<file path="src/rtl/fetch_sequencer_pkg.sv">
// Shared definitions for the fetch sequencer and the control unit:
// RV32 opcode fields, jump-select encodings, sequencer states and the NOP word.
package fetch_sequencer_pkg;

    localparam logic [4:0] OPC_LOAD   = 5'b00000;
    localparam logic [4:0] OPC_OP_IMM = 5'b00100;
    localparam logic [4:0] OPC_AUIPC  = 5'b00101;
    localparam logic [4:0] OPC_STORE  = 5'b01000;
    localparam logic [4:0] OPC_OP     = 5'b01100;
    localparam logic [4:0] OPC_LUI    = 5'b01101;
    localparam logic [4:0] OPC_BRANCH = 5'b11000;
    localparam logic [4:0] OPC_JALR   = 5'b11001;
    localparam logic [4:0] OPC_JAL    = 5'b11011;
    localparam logic [4:0] OPC_SYSTEM = 5'b11100;

    localparam logic [1:0] JAL_SEQ  = 2'b00;
    localparam logic [1:0] JAL_RSVD = 2'b01;
    localparam logic [1:0] JAL_JAL  = 2'b10;
    localparam logic [1:0] JAL_JALR = 2'b11;

    localparam logic [31:0] NOP_INSTR = 32'h0000_0013;

    typedef enum logic [1:0] {
        ST_FETCH = 2'd0,
        ST_EXEC  = 2'd1,
        ST_HALT  = 2'd2
    } state_t;

    function automatic logic [4:0] opcode_of(input logic [31:0] word);
        return word[6:2];
    endfunction

endpackage

</file>
<file path="src/rtl/fetch_sequencer_if.sv">
// Instruction-memory request/valid handshake between the fetch sequencer and imem.
interface fetch_sequencer_if;
    logic        req;
    logic [31:0] addr;
    logic        rvalid;
    logic [31:0] rdata;

    modport master (output req, output addr, input rvalid, input rdata);
    modport slave  (input req, input addr, output rvalid, output rdata);
endinterface

</file>
<file path="src/rtl/fetch_sequencer_next_pc.sv">
// Next-PC target selection for the instruction in EXEC, plus the flag that the
// chosen target is not word aligned.
module fetch_sequencer_next_pc
    import fetch_sequencer_pkg::*;
(
    input  logic [31:0] pc,
    input  logic [31:0] imm,
    input  logic [31:0] rs1_data,
    input  logic [1:0]  jal,
    input  logic        branch,
    input  logic        branch_taken,
    output logic [31:0] next_pc,
    output logic        target_misaligned
);

    always_comb begin
        next_pc = pc + 32'd4;
        if (jal == JAL_JALR) begin
            next_pc = (rs1_data + imm) & ~32'h1;
        end else if (jal == JAL_JAL) begin
            next_pc = pc + imm;
        end else if (branch && branch_taken) begin
            next_pc = pc + imm;
        end
    end

    // Bit 0 is always even for legal encodings; only bit 1 can break word alignment.
    assign target_misaligned = next_pc[1];

endmodule

</file>
<file path="src/rtl/fetch_sequencer.sv">
// PC / instruction-fetch sequencer: fetches over the imem handshake, holds the
// instruction for one EXEC cycle, picks the next PC and halts on stop or bad target.
module fetch_sequencer
    import fetch_sequencer_pkg::*;
#(
    parameter logic [31:0] RESET_PC = 32'h0000_0000,
    parameter int          CNT_W    = 32
) (
    input  logic               clk,
    input  logic               rst,
    fetch_sequencer_if.master  imem,
    output logic [31:0]        instr,
    output logic [4:0]         opcode,
    output logic               instr_valid,
    output logic [31:0]        pc,
    output logic [31:0]        pc_plus4,
    input  logic               branch,
    input  logic               branch_taken,
    input  logic [1:0]         jal,
    input  logic               stopflag,
    input  logic [31:0]        imm,
    input  logic [31:0]        rs1_data,
    output logic               halted,
    output logic               misaligned,
    output logic [CNT_W-1:0]   retire_count
);

    state_t             state_q, state_d;
    logic [31:0]        pc_q, pc_d;
    logic [31:0]        instr_q, instr_d;
    logic               misaligned_q, misaligned_d;
    logic [CNT_W-1:0]   retire_q, retire_d;

    logic [31:0]        next_pc;
    logic               target_misaligned;

    fetch_sequencer_next_pc u_next_pc (
        .pc                (pc_q),
        .imm               (imm),
        .rs1_data          (rs1_data),
        .jal               (jal),
        .branch            (branch),
        .branch_taken      (branch_taken),
        .next_pc           (next_pc),
        .target_misaligned (target_misaligned)
    );

    always_ff @(posedge clk or posedge rst) begin
        if (rst) begin
            state_q      <= ST_FETCH;
            pc_q         <= RESET_PC;
            instr_q      <= NOP_INSTR;
            misaligned_q <= 1'b0;
            retire_q     <= '0;
        end else begin
            state_q      <= state_d;
            pc_q         <= pc_d;
            instr_q      <= instr_d;
            misaligned_q <= misaligned_d;
            retire_q     <= retire_d;
        end
    end

    // A stop retires its own instruction; a bad target does not retire the jump.
    always_comb begin
        state_d      = state_q;
        pc_d         = pc_q;
        instr_d      = instr_q;
        misaligned_d = misaligned_q;
        retire_d     = retire_q;
        case (state_q)
            ST_FETCH: begin
                if (imem.rvalid) begin
                    instr_d = imem.rdata;
                    state_d = ST_EXEC;
                end
            end
            ST_EXEC: begin
                if (stopflag) begin
                    retire_d = retire_q + CNT_W'(1);
                    state_d  = ST_HALT;
                end else if (target_misaligned) begin
                    misaligned_d = 1'b1;
                    state_d      = ST_HALT;
                end else begin
                    pc_d     = next_pc;
                    retire_d = retire_q + CNT_W'(1);
                    state_d  = ST_FETCH;
                end
            end
            ST_HALT: begin
                state_d = ST_HALT;
            end
            default: begin
                state_d = ST_HALT;
            end
        endcase
    end

    assign imem.req     = (state_q == ST_FETCH);
    assign imem.addr    = pc_q;
    assign instr        = instr_q;
    assign opcode       = opcode_of(instr_q);
    assign instr_valid  = (state_q == ST_EXEC);
    assign pc           = pc_q;
    assign pc_plus4     = pc_q + 32'd4;
    assign halted       = (state_q == ST_HALT);
    assign misaligned   = misaligned_q;
    assign retire_count = retire_q;

endmodule

</file>
<file path="src/flat_wrapper.sv">
// flat-port wrapper written by rule: the top's interface ports become plain ports
module fetch_sequencer_flat import fetch_sequencer_pkg::*;
#(
    parameter logic [31:0] RESET_PC = 32'h0000_0000,
    parameter int          CNT_W    = 32
)
  (clk, rst, instr, opcode, instr_valid, pc, pc_plus4, branch, branch_taken, jal, stopflag, imm, rs1_data, halted, misaligned, retire_count, imem_req, imem_addr, imem_rvalid, imem_rdata);
  fetch_sequencer_if imem_i ();
  input  logic clk;
  input  logic rst;
  output logic [31:0] instr;
  output logic [4:0] opcode;
  output logic instr_valid;
  output logic [31:0] pc;
  output logic [31:0] pc_plus4;
  input  logic branch;
  input  logic branch_taken;
  input  logic [1:0] jal;
  input  logic stopflag;
  input  logic [31:0] imm;
  input  logic [31:0] rs1_data;
  output logic halted;
  output logic misaligned;
  output logic [CNT_W-1:0] retire_count;
  output wire logic [$bits(imem_i.req)-1:0] imem_req;
  output wire logic [$bits(imem_i.addr)-1:0] imem_addr;
  input wire logic [$bits(imem_i.rvalid)-1:0] imem_rvalid;
  input wire logic [$bits(imem_i.rdata)-1:0] imem_rdata;
  assign imem_req = imem_i.req;
  assign imem_addr = imem_i.addr;
  assign imem_i.rvalid = imem_rvalid;
  assign imem_i.rdata = imem_rdata;
  fetch_sequencer #(.RESET_PC(RESET_PC), .CNT_W(CNT_W)) u_core (.clk(clk), .rst(rst), .imem(imem_i), .instr(instr), .opcode(opcode), .instr_valid(instr_valid), .pc(pc), .pc_plus4(pc_plus4), .branch(branch), .branch_taken(branch_taken), .jal(jal), .stopflag(stopflag), .imm(imm), .rs1_data(rs1_data), .halted(halted), .misaligned(misaligned), .retire_count(retire_count));
endmodule
</file>
<file path="config.mk">
export PLATFORM = sky130hd
export DESIGN_NAME = fetch_sequencer_flat
export DESIGN_NICKNAME = d
export VERILOG_FILES = /design/src/rtl/fetch_sequencer_pkg.sv /design/src/rtl/fetch_sequencer_if.sv /design/src/rtl/fetch_sequencer_next_pc.sv /design/src/rtl/fetch_sequencer.sv /design/src/flat_wrapper.sv
export SDC_FILE = /design/constraint.sdc
export NUM_CORES = 1
export LEC_CHECK = 0
export BUFFER_PORTS_ARGS = -buffer_cell sky130_fd_sc_hd__buf_2
export CAP_MARGIN = 0
export CORE_MARGIN = 2
export CORE_UTILIZATION = 30
export CTS_CLUSTER_DIAMETER = 50
export CTS_CLUSTER_SIZE = 16
export DETAILED_ROUTE_END_ITERATION = 8
export GPL_ROUTABILITY_DRIVEN = 1
export PLACE_DENSITY = 0.51
export SETUP_SLACK_MARGIN = 0.2
export SYNTH_ARGS = -nofsm -noshare
export SYNTH_HDL_FRONTEND = slang
export SYNTH_SLANG_ARGS = --single-unit
</file>
<file path="constraint.sdc">
create_clock -name clk -period 4.4 [get_ports clk]
set_clock_uncertainty 0.1 [all_clocks]
set_input_delay 1.32 -clock clk [delete_from_list [all_inputs] [get_ports clk]]
set_output_delay 1.32 -clock clk [all_outputs]
set_load 0.005 [all_outputs]
</file>
==> run_results.csv <==
group,metric,value,unit
power_and_ir_drop,p_sw,0.002516,W
cts,h-tree-depth,3,
placement,placed_cells,1490,
status,outcome,"finished clean",
synthesis,synth_area,8294,sq um
timing,final_max_slew_viol_count,0,
setup_path,reg2reg_slack,1.19,ns
final_layout,finalNetCount,1331,
run,drv_cap,0,
timing,hold_viol,0,
setup_path,r2r-start,"u_core.imem.addr[0]$_DFFE_PP0P_",
synthesis,yosysSeqAreaShare,0.2961,
power_and_ir_drop,pwr-share-seq,0.296,
floorplan,die_w,170.3,um
setup_path,crit_path_end_kind,"output port",
drt,wl_per_cell,19.17,um
drt,via_count,7917,
global_routing,grt_use_met2,0.3231,
floorplan,dieArea,28990,sq um
power_and_ir_drop,swShare,0.4505,
synthesis,ys.flop_type,"dfrtp_1",
final_layout,multiInputGateArea,5336,sq um
global_routing,top_usage_layer,"met2",
setup_path,critPathKind,"reg2out",
placement,dp_hpwl,22950,um
placement,port_buffers,269,
placement,gp_congestion,0.8761,
timing,setup_viol,0,
synthesis,ys_types,77,
final_layout,layout.cells.non_filler,1509,
global_routing,grt_util_met1,0.2571,
global_routing,first_global_vias,7462,
power_and_ir_drop,ir_worst_vdd,233.5,uV
power_and_ir_drop,clkPwrFrac,0.148,
setup_path,startpoint,"u_core.imem.addr[8]$_DFFE_PP0P_",
setup_path,cp_max_fo,7,
drt,post-route-drc-count,0,
cts,clk_latency,0.35,ns
final_layout,fill_cells,2863,
timing,rsz0062_at_grt,"false",
floorplan,die_h,170.3,um
power_and_ir_drop,leakage,4.883,nW
synthesis,synthesis.yosys.warnings,0,
drt,via_per_inst,5.247,
floorplan,initial_utilization,0.3069,
floorplan,core_area,27030,sq um
final_layout,areaGrowthSynthToFinish,22.07,%
synthesis,synth_area_per_cell,8.909,sq um
synthesis,ys_seq_elements,98,
cts,cts_buffer_depth,2,
setup_path,start_kind,"register",
cts,cts_inserted_buffers,9,
min_path,hold_path_class,"reg2reg",
cts,cts.sink_count,98,
timing,slew_headroom,0.4656,
setup_path,r2r_end,"u_core.imem.addr[26]$_DFFE_PP0P_",
global_routing,grt_pass1_wl,43020,um
power_and_ir_drop,internal_power,0.003069,W
timing,finalCritPeriodShare,0.9125,
min_path,hold_depth,1,
timing,min_period,4.015,ns
final_layout,layout-drive-gt1-share,0.3271,
min_path,hold_path_startpoint,"u_core.retire_count[31]$_DFFE_PP0P_",
cts,cts-root-buf,"clkbuf_16",
global_routing,grt_max_degree,59,
setup_path,cp.required,2.98,ns
drt,drtIter0Drc,416,
min_path,hold_end,"u_core.retire_count[31]$_DFFE_PP0P_",
setup_path,ff2ff_path_depth,11,
drt,first_pass_iters,5,
cts,cts_tree,"done",
global_routing,antenna_found_initial,1,
synthesis,syn_inst,931,
global_routing,grt_usage,0.1930,
synthesis,async_reset_ff_frac,1.000,
final_layout,final_util,0.3746,
timing,finalSetupTns,0,ns
final_layout,n_antenna_cell,0,
power_and_ir_drop,pwr_density_cell,551.6,nW/um^2
final_layout,area.sequential,2457,sq um
setup_path,cp.arrival,2.60,ns
synthesis,synth_edf_count,0,
timing,max_clock_freq,0.2491,GHz
floorplan,rows,60,
drt,wl,28930,um
global_routing,grt-ovfl-total,0,
global_routing,grtUsageMet3,0.03698,
drt,ant_nets,0,
cts,postCtsHoldBufs,0,
cts,path_clk_slew,0.09,ns
timing,hold_ws,0.3806,ns
power_and_ir_drop,p_comb_frac,0.555,
timing,worstMarginPinSlew,0.8016,ns
floorplan,io_pins,273,
-- routing by layer --
layer	up-vias	routed length, um	part of all wire
li1	3818	-	-
met4	2	468	0.016
met1	3746	13080	0.45
met5	-	9	0.00031
met3	36	2197	0.076
met2	315	13180	0.46
-- Yosys cell counts, drive strengths merged (7+ instances only) --
| master | number | share of area |
|---|---|---|
| dfrtp | 95 | 0.29 |
| nand2 | 78 | 0.036 |
| xnor2 | 74 | 0.079 |
| a21oi | 72 | 0.046 |
| nor2 | 64 | 0.030 |
| ha | 63 | 0.095 |
| o21ai | 54 | 0.033 |
| buf | 45 | 0.039 |
| xor2 | 38 | 0.041 |
| mux2 | 34 | 0.046 |
| nand3 | 33 | 0.023 |
| a21o | 30 | 0.027 |
| inv | 25 | 0.011 |
| clkbuf | 24 | 0.011 |
| nor3 | 20 | 0.015 |
| nand4 | 19 | 0.019 |
| a31oi | 16 | 0.012 |
| and3 | 15 | 0.011 |
| o21bai | 12 | 0.011 |
| o21a | 10 | 0.0091 |
| o221ai | 10 | 0.012 |
| o22ai | 10 | 0.0075 |
| a211oi | 9 | 0.0087 |
| o211ai | 9 | 0.0081 |
| and2 | 7 | 0.0056 |
-- cells by family (layout without fill, tap and decap cells) --
| logic type | count (synthesis) | in the layout | synth area share |
|---|---|---|---|
| and+or+nand+nor | 263 | 263 | 0.1668 |
| AOI/OAI and AO/OA | 261 | 261 | 0.2065 |
| xor gates and xnor gates | 112 | 112 | 0.1201 |
| DFF | 98 | 98 | 0.2961 |
| buffers and inverters | 94 | 329 | 0.06155 |
| adders and majority gates | 64 | 64 | 0.09745 |
| muxes | 38 | 38 | 0.05099 |
| other | 1 | 3 | 0.0004521 |
-- timing repair --
action                                  4_1_cts  5_1_grt
pin swaps                                     0        2
endpoints found under the hold margin         0        0
endpoints found under the setup margin        1        5
resized for setup                             2        0
buffers inserted                              0        3
-- cell type report --
cell class,count,area share
multi-input combinational,741,0.5271
sequential,98,0.2427
timing repair buffer,288,0.1483
tap,341,0.04214
clock buffer,9,0.02224
inverter,25,0.009516
clock inverter,7,0.008033
-- worst max-delay path, cell delays in order (launching register included) --
cell	delay (ns)
dfrtp_1	0.50
nand4_1	0.28
nor4_4	0.42
nand2_2	0.14
nor3_2	0.29
nand2_1	0.10
xnor2_1	0.32
buf_2	0.18
-- per-stage QoR --
| step | cell area [sq um] | power (W) | setup WS, ns |
|---|---|---|---|
| after floorplan | 8302 | 0.003673 | 0.4229 |
| after global placement | 9793 | 0.004768 | 0.2661 |
| after detailed placement | 9793 | 0.004771 | 0.2567 |
| after CTS | 10100 | 0.005631 | 0.2461 |
| after global routing | 10120 | 0.006036 | 0.2043 |
| final | 10120 | 0.005585 | 0.3850 |
-- state kept, by name, summed over array words and instances (netlist names) --
name                 count
u_core.imem.addr        31
u_core.state_q           2
u_core.retire_count     32
u_core.instr            32
u_core.misaligned        1
-- layout by cell type (no fill, tap or decap), types with 31 or more instances in the layout --
master,n
buf_2,269
dfrtp_1,94
nand2_1,77
xnor2_1,73
a21oi_1,68
ha_1,63
nor2_1,61
xor2_1,37
mux2_2,34
o21ai_1,31
-- worst max path at each step --
stage	endpoint	slack [ns]
after detailed placement	u_core.imem.addr[18]$_DFFE_PP0P_	0.26
after floorplan	u_core.imem.addr[0]$_DFFE_PP0P_	0.42
after global routing	pc_plus4[20]	0.20
after global placement	u_core.imem.addr[18]$_DFFE_PP0P_	0.27
final	pc_plus4[27]	0.38
after CTS	pc_plus4[27]	0.25
-- power groups by stage --
stage	registers (W)	logic, W	clock network, W
2_1_floorplan	0.00159	0.00208	0
5_1_grt	0.00171	0.00344	0.000891
6_report	0.00166	0.00310	0.000827
4_1_cts	0.00166	0.00312	0.000854
3_3_place_gp	0.00167	0.00310	0
3_5_place_dp	0.00168	0.00310	0
(Power assumes the default switching activity.)
